<file path="config.mk">
export PLATFORM = sky130hd
export DESIGN_NAME = ps2_voice_scheduler
export DESIGN_NICKNAME = d
export VERILOG_FILES = /design/src/rtl/ps2_voice_scheduler.sv
export SDC_FILE = /design/constraint.sdc
export NUM_CORES = 1
export LEC_CHECK = 0
export CORE_MARGIN = 5
export CORE_UTILIZATION = 52
export CTS_CLUSTER_DIAMETER = 80
export DETAILED_ROUTE_END_ITERATION = 12
export GPL_TIMING_DRIVEN = 0
export HOLD_SLACK_MARGIN = 0.05
export PLACE_DENSITY = 0.8
export SLEW_MARGIN = 20
export SYNTH_ARGS = -nofsm -noshare
export SYNTH_HDL_FRONTEND = slang
export SYNTH_SLANG_ARGS = --single-unit
export TNS_END_PERCENT = 50
</file>
<file path="constraint.sdc">
create_clock -name clk -period 5.5 [get_ports clk]
set_clock_uncertainty 0.15 [all_clocks]
set_input_delay 1.1 -clock clk [delete_from_list [all_inputs] [get_ports clk]]
set_output_delay 1.1 -clock clk [all_outputs]
set_load 0.005 [all_outputs]
</file>
<file path="src/rtl/ps2_voice_scheduler.sv">
// Four-slot polyphonic voice allocator fed by PS/2 scan codes from the receiver FIFO.
// Decodes make/break/extended sequences and steals the oldest voice when all slots are busy.
module ps2_voice_scheduler (
    input  logic        clk,
    input  logic        clrn,
    input  logic        ready,
    input  logic [7:0]  data,
    output logic        nextdata_n,
    output logic [3:0]  voice_on,
    output logic [31:0] voice_key,
    output logic [63:0] voice_inc,
    output logic [2:0]  nvoices,
    output logic        steal
);

    typedef enum logic [1:0] {IDLE, POP, GAP} state_t;

    state_t      state, state_nx;
    logic [7:0]  byte_q;
    logic        brk, ext, brk_nx, ext_nx;
    logic [3:0]  on_nx;
    logic [7:0]  key_q [4];
    logic [7:0]  key_nx [4];
    logic [15:0] inc_q [4];
    logic [15:0] inc_nx [4];
    logic [1:0]  age_q [4];
    logic [1:0]  age_nx [4];
    logic        steal_nx;
    logic [2:0]  cnt_nx;
    logic        hit, free;
    logic [1:0]  hit_idx, free_idx, oldest_idx, tgt;
    logic [2:0]  prev_age;
    logic [15:0] byte_inc;

    function automatic logic [15:0] note_inc(input logic [7:0] k);
        case (k)
            8'h1C:   note_inc = 16'd714;
            8'h1B:   note_inc = 16'd802;
            8'h23:   note_inc = 16'd900;
            8'h2B:   note_inc = 16'd954;
            8'h34:   note_inc = 16'd1070;
            8'h33:   note_inc = 16'd1201;
            8'h3B:   note_inc = 16'd1349;
            8'h42:   note_inc = 16'd1429;
            default: note_inc = 16'd0;
        endcase
    endfunction

    always_comb begin
        state_nx = state;
        brk_nx   = brk;
        ext_nx   = ext;
        on_nx    = voice_on;
        key_nx   = key_q;
        inc_nx   = inc_q;
        age_nx   = age_q;
        steal_nx = 1'b0;
        hit      = 1'b0;
        hit_idx  = 2'd0;
        free     = 1'b0;
        free_idx = 2'd0;
        oldest_idx = 2'd0;
        tgt      = 2'd0;
        prev_age = 3'd4;
        byte_inc = note_inc(byte_q);

        // Descending scan so the lowest-index free slot wins.
        for (int i = 3; i >= 0; i--) begin
            if (voice_on[i] && key_q[i] == byte_q) begin
                hit     = 1'b1;
                hit_idx = 2'(i);
            end
            if (!voice_on[i]) begin
                free     = 1'b1;
                free_idx = 2'(i);
            end
            if (voice_on[i] && age_q[i] == 2'd3) oldest_idx = 2'(i);
        end

        case (state)
            IDLE: if (ready) state_nx = POP;
            POP: begin
                state_nx = GAP;
                if (byte_q == 8'hF0) begin
                    brk_nx = 1'b1;
                end else if (byte_q == 8'hE0) begin
                    ext_nx = 1'b1;
                end else begin
                    brk_nx = 1'b0;
                    ext_nx = 1'b0;
                    if (!ext && byte_inc != 16'd0) begin
                        if (brk) begin
                            if (hit) begin
                                for (int i = 0; i < 4; i++)
                                    if (voice_on[i] && age_q[i] > age_q[hit_idx])
                                        age_nx[i] = age_q[i] - 2'd1;
                                on_nx[hit_idx]  = 1'b0;
                                key_nx[hit_idx] = 8'h00;
                                inc_nx[hit_idx] = 16'd0;
                                age_nx[hit_idx] = 2'd0;
                            end
                        end else if (!hit) begin
                            if (free) begin
                                tgt      = free_idx;
                                prev_age = 3'd4;
                            end else begin
                                tgt      = oldest_idx;
                                prev_age = 3'd3;
                                steal_nx = 1'b1;
                            end
                            for (int i = 0; i < 4; i++)
                                if (voice_on[i] && 2'(i) != tgt && {1'b0, age_q[i]} < prev_age)
                                    age_nx[i] = age_q[i] + 2'd1;
                            on_nx[tgt]  = 1'b1;
                            key_nx[tgt] = byte_q;
                            inc_nx[tgt] = byte_inc;
                            age_nx[tgt] = 2'd0;
                        end
                    end
                end
            end
            GAP:     state_nx = IDLE;
            default: state_nx = IDLE;
        endcase

        cnt_nx = 3'd0;
        for (int i = 0; i < 4; i++) cnt_nx = cnt_nx + {2'b00, on_nx[i]};
    end

    always_ff @(posedge clk or negedge clrn) begin
        if (!clrn) begin
            state      <= IDLE;
            byte_q     <= 8'h00;
            brk        <= 1'b0;
            ext        <= 1'b0;
            nextdata_n <= 1'b1;
            voice_on   <= 4'b0000;
            nvoices    <= 3'd0;
            steal      <= 1'b0;
            for (int i = 0; i < 4; i++) begin
                key_q[i] <= 8'h00;
                inc_q[i] <= 16'd0;
                age_q[i] <= 2'd0;
            end
        end else begin
            state      <= state_nx;
            if (state == IDLE && ready) byte_q <= data;
            brk        <= brk_nx;
            ext        <= ext_nx;
            nextdata_n <= (state_nx != POP);
            voice_on   <= on_nx;
            nvoices    <= cnt_nx;
            steal      <= steal_nx;
            key_q      <= key_nx;
            inc_q      <= inc_nx;
            age_q      <= age_nx;
        end
    end

    always_comb begin
        voice_key = '0;
        voice_inc = '0;
        for (int i = 0; i < 4; i++) begin
            voice_key[8*i +: 8]   = key_q[i];
            voice_inc[16*i +: 16] = inc_q[i];
        end
    end

endmodule

</file>
==> impl_results.md, run 1 <==
* Status: complete, no violations
* CTS Buffer Depth at 2
* Cts bufs inserted at 17
* Crit. Startpoint: byte_q[1]
* PnR worst setup slack at roughly 960 ps
* DR vias at slightly below 5000
* Post-Place Setup Slack at roughly 1000 ps
* All-layer global routing usage at between 20% and 30%
* Final count of hold timing violations at 0
* R2r worst-path depth at 13
* Maximum clock frequency at 220 MHz
* Gpl congestion at around 0.9
* Mean post-synth cell area at 11.5 sq um
* Critical Path Fanout Max at 10
* Design Power at around 2700 uW
* Slew Limit Headroom at 51.7%
* Slew @ Worst Pin at 705 ps
* Drt drc at 0
* RSZ-0062 raised after global routing: no
* # resized after CTS at 0
* Bufs and invs on worst path at 3
* IO Count at about 120
* Netlist area before placement at between 5000 and 6000 sq um
* Compound-Gate Fraction of Synth Area at slightly below 20%
* Post-Synth XOR/XNOR Area at 4.86%
* H-tree Lvls at 4
* Chip Width at around 120 um
* Top Family by Delay on Critical Path: simple AND/OR/NAND/NOR gates
* Final setup violation count at 0
* Reg2reg setup slack at between 900 and 1000 ps
* Switch Pwr at around 770 uW
* Area Overhead vs Synth at 32.9%
* Peak supply drop at about 0.00024 V
* Max-slew violation count at 0
* Max-cap viol count at 0
* Fin nets at 680
* Drt total wl at ~16000 um
* Delay of the slowest critical-path stage at 510 ps
* Hold endpoint: voice_inc[45]
* Yosys Warn Count at 0
* Mapped Cells at between 500 and 600
* RR Endpoint: nvoices[1]
* Setup bufs post-CTS at 0
* Critical-path cell list: buf_1 -> nor3b_1 -> o21ai_0 -> a21oi_2 -> o21ai_2 -> or3_1 -> buf_6 -> or4_4 -> buf_6 -> a21oi_2 -> fa_1 -> ha_1 -> ha_1
* IO buf count at between 100 and 150
* EDFF count, synth at 0
* Int Power at around 1900 uW
* WL/cell at slightly above 20 um
* Die Span Y at between 100 and 150 um
* Clock power share at a little over two fifths
* Clk sink count at 125
* Drt first-iter violations at around 350
* Die area at about 14000 sq um
* Critical Path Sink Type: flip-flop
* Gr ovfl total at 0
* Critical Path RT at roughly 5700 ps
* Flops & latches, synth at 125
* Sw frac at between 20% and 30%
* Core ar. at between 10000 and 15000 sq um
* Reg clk slew, reported paths at ~60 ps
* R2R Path Start: byte_q[1]
* CTS hold repair buffers at 0
* Cell variety after synth at 61
* Min Tclk post-route at ~4500 ps
* Critical Path AT at approximately 4700 ps
* Crit Path Category: reg2reg
* Share of layout cells above drive strength 1 at 10.5%
* Seq pwr share at 38.7%
* Post-DP HPWL at between 10000 and 15000 um
* First-pass GRT wire length at approximately 26000 um
* Initial Util at 52.5%
* Top FF cell, synth: dfrtp_1
* CTS root buf: clkbuf_16
* Worst-Skew Late Latency at 430 ps
* Initial antenna violation count at 0
* LEAKAGE at ~0.0033 uW
* Iteration count of the initial detailed-routing pass at 6
* Largest net degree at the start of global routing at between 70 and 80
* Post-synthesis sequential area ratio at 52.7%
* Comb pwr share at around a fifth
* ANT cells at 0
* Syn_nets at 545
* Startpoint Class: flip-flop
* Vias in the first global route at between 4000 and 5000
* Largest family of logic cells by synthesized area: compound AO/OA/AOI/OAI gates
* Final core utilization at 69.8%
* Hold_sp: voice_inc[45]
* ANT nets after route at 0
* Power Dens Cells at 338 nW/um^2
* FFs w/ async S/R, synth at between 90% and 100%
* Cell Rows at 39
* Hold Path Cell Cnt at 1
* CTS tree: built
* Worst min path class: reg2reg
* Final cycle utilization of the critical path at between 80% and 90%
* Adder-cell area share of the yosys netlist at 3.28%
* Slowest CP cell: or4_4
* Vias per cell at 5.93
* Multiplexer share of the synthesized area at around 1.9%
* Simple-gate area share of the yosys netlist at between 10 and 15%
## power groups by stage
stage          Sequential [uW]  Clock [uW]  Combinational [uW]
6_report                  1030        1120                 516
5_1_grt                   1040        1180                 560
4_1_cts                   1030        1130                 514
3_5_place_dp              1050           0                 510
3_3_place_gp              1050           0                 491
2_1_floorplan             1040           0                 321
## cell usage in the layout (no fill, tap or decap), types with 17 or more instances in the layout
master / synthesis / layout
nand2_1: 41 / 41
clkbuf_1: 20 / 20
clkdlybuf4s50_1: 0 / 114
dfrtp_1: 124 / 124
o2bb2ai_1: 34 / 34
xnor2_1: 31 / 31
clkbuf_16: 0 / 17
and2_1: 24 / 24
a22o_1: 44 / 44
nor2_1: 22 / 22
## metal layers
metal	vias up	GRT usage, %	part of all wire (%)
li1	2184	-	-
met1	2361	34.6	43
met2	215	38.5	48
met3	43	5.76	6.9
met4	0	10.9	2.8
met5	-	0	0
## cell usage after synthesis, types with 5 or more instances
cell type,count,area (sq um)
nor4_4,5,106
nand4_1,5,31.3
nand3_1,12,60.1
nor2_1,22,82.6
buf_6,6,67.6
o211ai_1,5,37.5
dfrtp_1,124,3100
nand2_1,41,154
and2_1,24,150
mux2_2,9,101
o2bb2ai_1,34,298
clkbuf_1,20,75.1
o21ai_0,16,80.1
a21oi_1,8,40.0
ha_1,14,175
a22o_1,44,385
xnor2_1,31,272
inv_1,15,56.3
## state kept, by name, summed over array words and instances, names as in the netlist
signal and flops:
state 2, nextdata_n 1, byte_q 8, brk 1, age_q 8, voice_key 32
nvoices 3, ext 1, steal 1, voice_inc 64, voice_on 4
## area by class of cell
type	count	area, sq um
clock buffers	21	480
well taps	143	179
flip-flops and latches	125	3130
inverters	16	60.1
plain buffers	32	168
fillers	830	3420
clock inverters	11	115
repair buffers	116	1180
multi-input cells	346	2590
## kinds of logic after synthesis
family,after synthesis
compound gates,147
xor+xnor,33
fa+ha+maj,15
buf+inv,48
flops,125
mux,10
simple gates,141
## how the worst max path moves through the flow
stage               endpoint  slack [ps]  depth (start not counted)
3_5_place_dp      nvoices[1]         990                         13
5_1_grt           nvoices[1]         720                         13
6_report          nvoices[1]         960                         13
3_3_place_gp   voice_inc[47]       -1490                          1
4_1_cts           nvoices[1]         980                         13
2_1_floorplan     nvoices[1]        1450                         13
## through the flow
stage / instances / instance area [sq um] / hold slack (ps) / TNS, ps
CTS: 810 / 7900 / 337 / 0
floorplan: 519 / 5940 / 287 / 0
global route: 810 / 7900 / 341 / 0
global placement: 777 / 7270 / 317 / -183250
detailed placement: 778 / 7300 / 320 / 0
finish: 810 / 7900 / 331 / 0
Note: power is estimated with default switching activity, not from simulation.
==> inputs of run 2 (changes only) <==
--- a/config.mk
+++ b/config.mk
@@ -6,12 +6,12 @@
 export NUM_CORES = 1
 export LEC_CHECK = 0
 export CORE_MARGIN = 5
-export CORE_UTILIZATION = 52
+export CORE_UTILIZATION = 47
 export CTS_CLUSTER_DIAMETER = 80
 export DETAILED_ROUTE_END_ITERATION = 12
 export GPL_TIMING_DRIVEN = 0
 export HOLD_SLACK_MARGIN = 0.05
-export PLACE_DENSITY = 0.8
+export PLACE_DENSITY = 0.76
 export SLEW_MARGIN = 20
 export SYNTH_ARGS = -nofsm -noshare
 export SYNTH_HDL_FRONTEND = slang
==> constraint.sdc (replaced) <==
create_clock -name clk -period 4.1 [get_ports clk]
set_clock_uncertainty 0.15 [all_clocks]
set_input_delay 0.82 -clock clk [delete_from_list [all_inputs] [get_ports clk]]
set_output_delay 0.82 -clock clk [all_outputs]
set_load 0.005 [all_outputs]
==> impl_results.md, run 2 (same netlist as run 1, synthesis figures left out) <==
* Status: complete, no violations
* WHS at 204 ps (-127 ps)
* Reg2reg setup slack at 100 ps (-860 ps)
* Global routing's busiest layer: met2
* Chip Width at 122 um (+4.7%)
* Crit Path Category: reg2reg
* Slew Limit Headroom at 51.6% (-0.052 points)
* Core ar. at 12500 sq um (+11%)
* Placed cell count at 807 (+3.7%)
* M3 GR Usage at 5.71% (-0.044 points)
* Die area at 15000 sq um (+9.7%)
* Power Dens Cells at 433 nW/um^2 (+28%)
* R2R Path Start: byte_q[3]
* Worst min path class: in2async
* CTS tree: built
* Clk sink count at 125 (unchanged)
* R2r worst-path depth at 13 (unchanged)
* Fin nets at 685 (+0.74%)
* GRT met1 Usage at 30.8% (-3.8 points)
* ANT cells at 0 (unchanged)
* Iteration count of the initial detailed-routing pass at 5 (-1)
* Initial Util at 47.5% (-5.0 points)
* Cell Rows at 41 (+5.1%)
* CTS hold repair buffers at 0 (unchanged)
* Commonest non-fill, non-tap cell in the layout: dfrtp_1
* IO Count at 116 (unchanged)
* Initial antenna violation count at 0 (unchanged)
* H-tree Lvls at 4 (unchanged)
* Layout fillers at 1017 (+23%)
* Most frequent cells in the layout: dfrtp_1 (124), clkdlybuf4s50_1 (114), a22o_1 (44)
* CTS root buf: clkbuf_16
* Critical Path Fanout Max at 10 (unchanged)
* RR Endpoint: nvoices[1]
* Share of layout cells above drive strength 1 at 12.8% (+2.3 points)
* Drt first-iter violations at 374 (+7.5%)
* Area post-placement at 7340 sq um (+0.50%)
* Largest net degree at the start of global routing at 72 (-6.5%)
* Gpl congestion at 0.918 (+1.6%)
* Vias in the first global route at 4865 (-2.4%)
* Met2 usage at 37.5% (-0.91 points)
* Slew @ Worst Pin at 705 ps (+0.753 ps)
* Area Overhead vs Synth at 34.6%
* Startpoint Class: flip-flop
* Drt total wl at 16700 um (+2.6%)
* Critical Path Sink Type: flip-flop
* Final instance area at 8000 sq um (+1.3%)
* CTS Buffer Depth at 2 (unchanged)
* IO buf count at 115 (unchanged)
* Max-cap viol count at 0 (unchanged)
* Drt drc at 0 (unchanged)
* Max FFs per register at 64 (unchanged)
* All-layer global routing usage at 23.4% (-1.8 points)
* DR vias at 4731 (-1.5%)
* Peak supply drop at 0.000266 V (+12%)
* Gr ovfl total at 0 (unchanged)
* Cts bufs inserted at 17 (unchanged)
* First-pass GRT wire length at 26600 um (+1.8%)
* Vias per cell at 5.61 (-5.4%)
* Setup crit end: nvoices[1]
* Critical Path AT at 4160 ps (-540 ps)
* Worst-Skew Late Latency at 420 ps (about the same)
* Final count of hold timing violations at 0 (unchanged)
* Final core utilization at 63.9% (-5.8 points)
* ANT nets after route at 0 (unchanged)
* Min Tclk post-route at 4000 ps (-542 ps)
* LEAKAGE at 0.00334 uW (+0.59%)
* Post-DP HPWL at 11800 um (+3.9%)
* Critical Path RT at 4260 ps (-1400 ps)
* Max-slew violation count at 0 (unchanged)
* Final cycle utilization of the critical path at 97.5% (+15 points)
* Crit. Startpoint: byte_q[3]
* Final non-filler cell total at 843 (+4.1%)
* Maximum clock frequency at 250 MHz (+14%)
* WL/cell at 19.8 um (-1.5%)
* Die Span Y at 122 um (+4.7%)
* Reg clk slew, reported paths at 60 ps (about the same)
* Final setup violation count at 0 (unchanged)
[run 2: cell types whose count changed in the layout (fill, tap and decap cells not counted), moves of 3 or more]
cell,previous run,this run
buf_1,4,1
buf_4,0,7
clkbuf_4,0,3
clkinvlp_4,1,5
[run 2: per-layer routing]
| metal | share of wire, % | wire, um |
|---|---|---|
| met1 | 43 | 7140 |
| met2 | 49 | 8240 |
| met3 | 5.7 | 959 |
| met4 | 2.2 | 373 |
| met5 | 0 | 0 |
[run 2: where the power goes]
group          switching (uW)  internal, uW  leakage, uW  total (uW)
sequential               90.2          1310      0.00171        1400
clock                     542           811     0.000253        1350
combinational             399           312      0.00138         711
total                    1030          2430      0.00334        3460
[run 2: worst min path at each step]
stage,slack [ps],cells past startpoint,end,start
4_1_cts,210,1,age_q[0],clrn
3_5_place_dp,320,1,voice_inc[44],voice_inc[44]
6_report,200,1,age_q[0],clrn
5_1_grt,230,1,age_q[0],clrn
3_3_place_gp,320,1,voice_inc[11],voice_inc[11]
2_1_floorplan,290,1,state[1],state[1]
[run 2: stage by stage]
step | worst slack [ps] | power (uW) | TNS (ps)
after CTS | 2.85 | 3450 | 0
after floorplan | 47.2 | 1820 | 0
after global routing | -15.9 | 3610 | -15.9
after detailed placement | -417 | 2090 | -1830
after global placement | -2620 | 2070 | -326550
final | 101 | 3460 | 0
[run 2: area by class of cell]
class	count	area, sq um	area share [%]
multi-input cells	346	2660	33.3
well taps	172	215	2.69
clock buffers	21	470	5.88
clock inverters	10	66.3	0.829
inverters	16	60.1	0.751
plain buffers	30	166	2.08
flip-flops and latches	125	3130	39.1
repair buffers	123	1230	15.4
[run 2: worst max-delay path, stage by stage, from the launching register on]
cell	delay (ps)
dfrtp_1	370
buf_6	150
or4b_4	520
nor4_4	270
a41o_4	170
o21ai_2	70
or3_1	390
buf_6	150
or4_4	520
buf_6	160
nand2_2	90
fa_1	400
ha_1	210
ha_1	260
[run 2: repair_timing]
item,CTS,global route
pin swaps,3,3
endpoints found under the setup margin,11,11
buffers inserted,2,5
gates resized for setup,10,14
==> inputs of run 3 (changes only) <==
--- a/config.mk
+++ b/config.mk
@@ -11,6 +11,7 @@
 export DETAILED_ROUTE_END_ITERATION = 12
 export GPL_TIMING_DRIVEN = 0
 export HOLD_SLACK_MARGIN = 0.05
+export MAX_ROUTING_LAYER = met4
 export PLACE_DENSITY = 0.76
 export SLEW_MARGIN = 20
 export SYNTH_ARGS = -nofsm -noshare
==> impl_results.md, run 3 (same netlist as run 1, synthesis figures left out) <==
* Min Tclk post-route at 3950 ps (-49.7 ps)
* Post-DP HPWL at 11800 um (+0.33%)
* H-tree Lvls at 4 (unchanged)
* Slew @ Worst Pin at 809 ps (+104 ps)
* Worst-Skew Late Latency at 410 ps (about the same)
* WL/cell at 20.2 um (+1.9%)
* LEAKAGE at 0.00339 uW (+1.3%)
* Commonest non-fill, non-tap cell in the layout: dfrtp_1
* Iteration count of the initial detailed-routing pass at 5 (unchanged)
* ANT cells at 0 (unchanged)
* Die Span Y at 122 um (unchanged)
* DR vias at 4896 (+3.5%)
* Cell mode on critical path: buf_6
* Initial Util at 47.5% (unchanged)
* Layout fillers at 1010 (-0.69%)
* Total negative slack at 0 ps (unchanged)
* Chip Width at 122 um (unchanged)
* Gr ovfl total at 0 (unchanged)
* Clk sink count at 125 (unchanged)
* Delay of the slowest critical-path stage at 520 ps (about the same)
* Area post-placement at 7340 sq um (unchanged)
* Cts bufs inserted at 17 (unchanged)
* CTS Buffer Depth at 2 (unchanged)
* CTS tree: built
* Vias in the first global route at 4965 (+2.1%)
* Drt first-iter violations at 455 (+22%)
* Final setup violation count at 0 (unchanged)
* Slowest CP cell: or4b_4
* Max FFs per register at 64 (unchanged)
* Vias per cell at 5.79 (+3.1%)
* Area Overhead vs Synth at 35.7%
* Critical-path cell list: buf_6 -> or4b_4 -> nor4_4 -> a41o_4 -> o21ai_2 -> or3_1 -> buf_6 -> or4_4 -> buf_6 -> nand2_2 -> fa_1 -> ha_1 -> ha_1
* IO buf count at 115 (unchanged)
* Status: complete, no violations
* Slew Limit Headroom at 44.5% (-7.1 points)
* Critical Path Sink Type: flip-flop
* Max-slew violation count at 0 (unchanged)
* Drt drc at 0 (unchanged)
* Critical Path Fanout Max at 10 (unchanged)
* Drt total wl at 17100 um (+2.3%)
* Worst min path class: in2async
* IO Count at 116 (unchanged)
* Gpl congestion at 0.936 (+1.9%)
* R2r worst-path depth at 13 (unchanged)
* Crit Path Category: reg2reg
* Final count of hold timing violations at 0 (unchanged)
* CTS root buf: clkbuf_16
* Final core utilization at 64.4% (+0.49 points)
* Final cycle utilization of the critical path at 96.3% (-1.2 points)
* Core ar. at 12500 sq um (unchanged)
* Maximum clock frequency at 253 MHz (+1.3%)
* Cell Rows at 41 (unchanged)
* Final instance area at 8060 sq um (+0.77%)
* CTS hold repair buffers at 0 (unchanged)
* First-pass GRT wire length at 27100 um (+1.7%)
* Peak supply drop at 0.000273 V (+2.9%)
* Fin nets at 687 (+0.29%)
* ANT nets after route at 0 (unchanged)
* Critical Path AT at 4090 ps (-70 ps)
* Power Dens Cells at 446 nW/um^2 (+2.9%)
* Die area at 15000 sq um (unchanged)
* Most frequent cells in the layout: dfrtp_1 (124), clkdlybuf4s50_1 (114), a22o_1 (44)
* Critical Path RT at 4240 ps (-20 ps)
* Reg clk slew, reported paths at 60 ps (about the same)
* Share of layout cells above drive strength 1 at 13.2% (+0.39 points)
* Startpoint Class: flip-flop
* RSZ-0062 raised after global routing: no
* All-layer global routing usage at 24.1% (+0.74 points)
* Largest net degree at the start of global routing at 72 (unchanged)
* Initial antenna violation count at 0 (unchanged)
* Max-cap viol count at 0 (unchanged)
-- run 3: per-layer routing --
metal / global-route usage [%] / vias up / part of all wire, %
li1: - / 2188 / -
met1: 31.2 / 2503 / 42
met2: 37.6 / 174 / 50
met3: 5.35 / 31 / 5.7
met4: 8.68 / 0 / 2.4
met5: - / - / 0
-- run 3: worst max-delay path, delay by kind of cell, from the launching register on --
kind | cells | cell delay [ps]
fa+ha+maj | 3 | 910
flops | 1 | 370
buf+inv | 3 | 460
simple gates | 5 | 1720
compound gates | 2 | 230
-- run 3: per-stage QoR --
stage	hold slack (ps)	std cells	setup slack (ps)	total power (uW)
6_report	215	846	151	3590
5_1_grt	251	846	41.4	3740
4_1_cts	225	841	-33.1	3590
3_5_place_dp	320	807	-435	2090
3_3_place_gp	317	806	-2630	2070
2_1_floorplan	287	519	47.2	1820
-- run 3: path summary, 6_finish.rpt --
| path | from | endpoint | slack, ps |
|---|---|---|---|
| setup reg to reg | byte_q[3] | nvoices[1] | 150 |
| setup / recovery | byte_q[3] | nvoices[1] | 150 |
| hold / removal | clrn | age_q[0] | 210 |
| hold reg to reg | voice_inc[45] | voice_inc[45] | 330 |
| max in group asynchronous | clrn | nextdata_n | 2820 |
| min in group clk | voice_inc[45] | voice_inc[45] | 330 |
-- run 3: repair_timing --
item,CTS,global route
pin swaps,2,4
resized for setup,8,15
setup buffers,2,7
setup endpoints to repair,11,11
-- run 3: report_power, final --
group	total [uW]	switching (uW)	internal, uW
Combinational	709	400	309
Sequential	1400	87.8	1310
Clock	1490	545	941
-- run 3: layout make-up --
cell class              count  area [sq um]  area share [%]
inverters                  16          60.1           0.745
clock inverters            10           113            1.40
well taps                 172           215            2.67
repair buffers            125          1250            15.5
clock buffers              22           474            5.88
multi-input cells         346          2660            33.0
flip-flops and latches    125          3130            38.8
plain buffers              30           164            2.03
